[src/rtl/multdiv_unit_pkg.sv]
// rtl/multdiv_unit_pkg.sv - shared constants and encodings for the multiply/divide unit
package multdiv_unit_pkg;

   localparam int WIDTH = 32;
   localparam int ITERS = WIDTH;
   localparam int CNT_W = $clog2(ITERS);

   localparam logic [WIDTH-1:0] INT_MIN = {1'b1, {(WIDTH-1){1'b0}}};
   localparam logic [WIDTH-1:0] NEG_ONE = {WIDTH{1'b1}};

   typedef enum logic [1:0] {
      ST_IDLE = 2'd0,
      ST_RUN  = 2'd1,
      ST_DONE = 2'd2
   } state_t;

   typedef enum logic {
      OP_MULT = 1'b0,
      OP_DIV  = 1'b1
   } op_t;

endpackage

[src/rtl/multdiv_unit_twos_negate.sv]
// rtl/multdiv_unit_twos_negate.sv - conditional two's complement negate (invert plus increment)
module multdiv_unit_twos_negate
   import multdiv_unit_pkg::*;
(
   input  logic             en,
   input  logic [WIDTH-1:0] a,
   output logic [WIDTH-1:0] y
);

   assign y = (a ^ {WIDTH{en}}) + {{(WIDTH-1){1'b0}}, en};

endmodule

[src/rtl/multdiv_unit.sv]
// rtl/multdiv_unit.sv - 32-iteration signed shift-add multiply / restoring divide unit
module multdiv_unit
   import multdiv_unit_pkg::*;
(
   input  logic             clock,
   input  logic             reset,
   input  logic [WIDTH-1:0] data_operandA,
   input  logic [WIDTH-1:0] data_operandB,
   input  logic             ctrl_MULT,
   input  logic             ctrl_DIV,
   output logic [WIDTH-1:0] data_result,
   output logic             data_exception,
   output logic             data_resultRDY,
   output logic             busy
);

   state_t             state;
   op_t                op;
   op_t                start_op;
   logic [CNT_W-1:0]   count;
   logic [2*WIDTH-1:0] acc;
   logic [2*WIDTH-1:0] acc_next;
   logic [2*WIDTH-1:0] div_shift;
   logic [WIDTH:0]     add_sum;
   logic [WIDTH:0]     sub_diff;
   logic [WIDTH-1:0]   opnd;
   logic [WIDTH-1:0]   abs_a;
   logic [WIDTH-1:0]   abs_b;
   logic [WIDTH-1:0]   fix_res;
   logic [WIDTH-1:0]   fin_res;
   logic               fin_exc;
   logic               mult_ovf;
   logic               res_neg;
   logic               div_err;
   logic               start;

   multdiv_unit_twos_negate u_abs_a (
      .en (data_operandA[WIDTH-1]),
      .a  (data_operandA),
      .y  (abs_a)
   );

   multdiv_unit_twos_negate u_abs_b (
      .en (data_operandB[WIDTH-1]),
      .a  (data_operandB),
      .y  (abs_b)
   );

   assign start    = (ctrl_MULT | ctrl_DIV) && (state != ST_RUN);
   assign start_op = ctrl_MULT ? OP_MULT : OP_DIV;

   // acc holds {partial product, multiplier} for MULT and {remainder, dividend/quotient} for DIV
   always_comb begin
      add_sum   = {1'b0, acc[2*WIDTH-1:WIDTH]} + {1'b0, opnd};
      div_shift = {acc[2*WIDTH-2:0], 1'b0};
      sub_diff  = {1'b0, div_shift[2*WIDTH-1:WIDTH]} - {1'b0, opnd};
      acc_next  = acc;
      if (op == OP_MULT) begin
         if (acc[0]) acc_next = {add_sum, acc[WIDTH-1:1]};
         else        acc_next = {1'b0, acc[2*WIDTH-1:1]};
      end else begin
         if (!sub_diff[WIDTH]) acc_next = {sub_diff[WIDTH-1:0], div_shift[WIDTH-1:1], 1'b1};
         else                  acc_next = div_shift;
      end
   end

   multdiv_unit_twos_negate u_fix (
      .en (res_neg),
      .a  (acc_next[WIDTH-1:0]),
      .y  (fix_res)
   );

   // A negative result may reach magnitude 2^31; a positive one must stay below it
   assign mult_ovf = (acc_next[2*WIDTH-1:WIDTH] != '0) ||
                     (acc_next[WIDTH-1] && (!res_neg || (acc_next[WIDTH-2:0] != '0)));
   assign fin_exc  = (op == OP_MULT) ? mult_ovf : div_err;
   assign fin_res  = ((op == OP_DIV) && div_err) ? '0 : fix_res;

   always_ff @(posedge clock or posedge reset) begin
      if (reset) begin
         state          <= ST_IDLE;
         op             <= OP_MULT;
         count          <= '0;
         acc            <= '0;
         opnd           <= '0;
         res_neg        <= 1'b0;
         div_err        <= 1'b0;
         data_result    <= '0;
         data_exception <= 1'b0;
         data_resultRDY <= 1'b0;
         busy           <= 1'b0;
      end else begin
         data_resultRDY <= 1'b0;
         case (state)
            ST_RUN: begin
               acc   <= acc_next;
               count <= count + CNT_W'(1);
               if (count == CNT_W'(ITERS-1)) begin
                  state          <= ST_DONE;
                  busy           <= 1'b0;
                  data_resultRDY <= 1'b1;
                  data_result    <= fin_res;
                  data_exception <= fin_exc;
               end
            end
            default: begin
               if (start) begin
                  state   <= ST_RUN;
                  busy    <= 1'b1;
                  count   <= '0;
                  op      <= start_op;
                  res_neg <= data_operandA[WIDTH-1] ^ data_operandB[WIDTH-1];
                  div_err <= (data_operandB == '0) ||
                             ((data_operandA == INT_MIN) && (data_operandB == NEG_ONE));
                  if (start_op == OP_MULT) begin
                     opnd <= abs_a;
                     acc  <= {{WIDTH{1'b0}}, abs_b};
                  end else begin
                     opnd <= abs_b;
                     acc  <= {{WIDTH{1'b0}}, abs_a};
                  end
               end else begin
                  state <= ST_IDLE;
               end
            end
         endcase
      end
   end

endmodule

[config.mk]
export PLATFORM = sky130hd
export DESIGN_NAME = multdiv_unit
export DESIGN_NICKNAME = d
export VERILOG_FILES = /design/src/rtl/multdiv_unit_pkg.sv /design/src/rtl/multdiv_unit_twos_negate.sv /design/src/rtl/multdiv_unit.sv
export SDC_FILE = /design/constraint.sdc
export NUM_CORES = 1
export LEC_CHECK = 0
export ABC_AREA = 1
export CAP_MARGIN = 20
export CORE_MARGIN = 3
export CORE_UTILIZATION = 35
export CTS_CLUSTER_SIZE = 25
export DETAILED_ROUTE_END_ITERATION = 8
export PLACE_DENSITY_LB_ADDON = 0.3
export SETUP_SLACK_MARGIN = 0.02
export SYNTH_ARGS = -nofsm -noshare
export SYNTH_HDL_FRONTEND = slang
export SYNTH_HIERARCHICAL = 1
export SYNTH_SLANG_ARGS = --single-unit
[constraint.sdc]
create_clock -name clock -period 7.3 [get_ports clock]
set_input_delay 0.73 -clock clock [delete_from_list [all_inputs] [get_ports clock]]
set_output_delay 0.73 -clock clock [all_outputs]
set_load 0.05 [all_outputs]
==> flow_summary.yaml <==
layout:
  fin_nets: 3522
  layout_commonest_cell: "nand2_1"
  area_growth_syn_to_layout_pct: 11.3
  final_layout_size_suffix_gt1_frac: 0.0342
  num-fill-cells: 5762
  final_cell_mix: "1478 x nand2_1, 527 x inv_1, 291 x nor2_1, 162 x nand3_1, 140 x dfrtp_1"
yosys:
  synthFlopType: "dfrtp_1"
  synth_top_area_share: 0.305
  syn_nets: 3486
  syn_area_sq_um: 18200
  synth_area_leader_cell: "nand2_1"
  ys_warn_count: 6
  avgSynthCellArea_sq_um: 5.43
  seq_area_frac_synth: 0.194
  ys_top_cells_by_area: "nand2_1 31%, dfrtp_1 19%, inv_1 11%"
  synth_edf_count: 0
  netlist_instances: 3344
  synth_cell_type_count: 47
  ys_seq_elements: 141
  async_reset_ff_frac: 1.00
die:
  die-area_sq_um: 54700
  initial_core_util: 0.358
  ios: 103
  coreArea_sq_um: 50700
  rows: 82
  chipWidth_um: 234
  dieHeight_um: 234
critical_path:
  max_stage_delay_ns: 0.49
  critical_path.top_delay_family: "simple AND/OR/NAND/NOR gates"
  crit_buf_inv: 3
  worstSetupStartpointType: "flip-flop"
  end_kind: "flip-flop"
  worstSetupPathType: "flip-flop to flip-flop"
  required_ns: 7.63
  cp_common_cell: "nand2_1"
  worstPathCellList: "ha_1 -> a21oi_1 -> nand2_1 -> clkinv_1 -> nand2_1 -> a21oi_4 -> nand2_8 -> nand2_4 -> nand2_1 -> inv_1 -> ha_1 -> ha_1 -> inv_1 -> nor2_1 -> nand2_2 -> nor2_4 -> nand2_1 -> nand2_1 -> nand2_1 -> a22o_1"
  arrival_ns: 4.52
  critPathMaxFanout: 27
  slowest_stage: "a21oi_4"
detailed_routing:
  drc: 0
  drtAntennaViolNets: 0
  vias: 20500
  first_iter_violations: 1747
  avgViaCountPerCell: 5.05
  avgRoutedWirePerCell_um: 16.3
  wl_mm: 66.1
  firstDrtPassIters: 7
power:
  p_leak_nw: 11.0
  power.density_nw_per_um2: 501
  irDropWorstVdd_mv: 0.193
timing:
  period_share: 0.574
  skew_ns: 0.0110
  setup_viol: 0
  rsz0062_at_grt: "false"
  maxSlewViolCount: 0
  fin_setup_tns_ns: 0
  fmax_mhz: 238
  fin_ws_ns: 3.11
  hold_violations: 0
  relSlewSlack: 0.288
  fin_crit_ns: 4.19
  worst-slew-pin-transition_ns: 1.07
clock_tree:
  cts_tree: "built"
  cts_buffers: 17
  cts.repair.resized: 0
  cts_sinks: 141
  cts_setup_buffers: 0
  root_buffer: "clkbuf_16"
  cts_buffer_depth: 2
  h-tree-depth: 4
  path_clk_slew_ns: 0.06
  cts-hold-fix-buffers: 0
  clock_latency_ns: 0.45
run_status:
  status: "complete, no violations"
placed_design:
  pre_cts_ws_ns: 3.20
  gp_congestion: 0.963
  dpl.hpwl_mm: 53.4
  io_buffers: 102
grt:
  grt_pass1_wl_mm: 103
  grt_max_degree: 103
  antenna_found_initial: 9
  overflow: 0
  grt_pass1_vias: 18200
  grt_use_total: 0.239
hold_path:
  hold_path_class: "flip-flop to flip-flop"
flow_run:
  drv_cap: 0
[metal layers]
metal  GRT usage  routed length (um)  vias up
met4      0.0735                2000       12
met2       0.381               29300      678
met3      0.0279                4050      112
li1            -                   -    10400
met1       0.339               30700     9301
met5           0                  79        -
[worst register-to-register path, delay by kind of cell, from the launching register on]
kind	cells	cell delay, ns
buffers and inverters	3	0.23
and+or+nand+nor	11	1.67
DFF	1	0.41
AOI/OAI and AO/OA	3	0.93
adders and majority gates	3	0.84
[cells in the mapped netlist (all sizes together), types with 2 or more instances]
library cell / instances
o221ai: 15
a21o: 2
inv: 535
xor2: 52
nor4: 19
o211ai: 49
dfrtp: 141
and2: 25
fa: 2
clkinv: 2
nand3: 162
o22ai: 9
nand2: 1490
a22o: 34
xnor2: 8
and3: 4
nand4: 44
clkbuf: 47
nor3: 16
nor2: 332
o21a: 2
o21bai: 4
a21oi: 85
nand3b: 12
buf: 53
o21ai: 119
ha: 72
a21boi: 3
[through the flow]
stage | area, sq um | util | hold slack [ns] | power, mW | cells
finish | 20200 | 0.399 | 0.476 | 10.1 | 4066
global route | 20200 | 0.399 | 0.511 | 11.1 | 4065
CTS | 20200 | 0.399 | 0.479 | 10.0 | 4065
detailed placement | 19600 | 0.387 | 0.472 | 9.10 | 4033
global placement | 19600 | 0.387 | 0.463 | 9.09 | 4033
floorplan | 18200 | - | 0.440 | 7.00 | 3344
[logic make-up after synthesis]
logic type	after synthesis	share of synthesized area
and+or+nand+nor	2106	0.475
DFF	141	0.194
xor gates and xnor gates	60	0.0289
adders and majority gates	74	0.0518
buffers and inverters	637	0.139
AOI/OAI and AO/OA	326	0.111
[state kept, by name, summed over array words and instances (netlist names)]
name,flops
acc,64
data_result,32
opnd,32
count,5
state,2
busy,1
data_exception,1
data_resultRDY,1
div_err,1
op,1
res_neg,1
[area by class of cell]
class | count | area [sq um] | share of cell area
well taps | 672 | 841 | 0.0416
repair buffers | 117 | 1120 | 0.0553
inverters | 537 | 2020 | 0.100
clock buffers | 19 | 443 | 0.0219
multi-input cells | 2566 | 12100 | 0.599
diodes | 1 | 2.50 | 0.000124
clock inverters | 13 | 140 | 0.00693
flip-flops and latches | 141 | 3530 | 0.175
[report_power, final]
| part | switching, mW | total (mW) | internal [mW] |
|---|---|---|---|
| Combinational | 5.29 | 7.70 | 2.41 |
| Clock | 0.389 | 0.902 | 0.513 |
| Sequential | 0.355 | 1.53 | 1.17 |
[final timing paths]
path,to,cells after the start,start,slack (ns)
min reg2reg,count[3],1,count[3],0.48
max in group asynchronous,op,3,reset,5.10
min,count[3],1,count[3],0.48
max reg2reg,data_result[24],20,acc[54],3.11
min in group asynchronous,opnd[30],2,reset,0.83
max,data_result[24],20,acc[54],3.11
(Power assumes the default switching activity.)
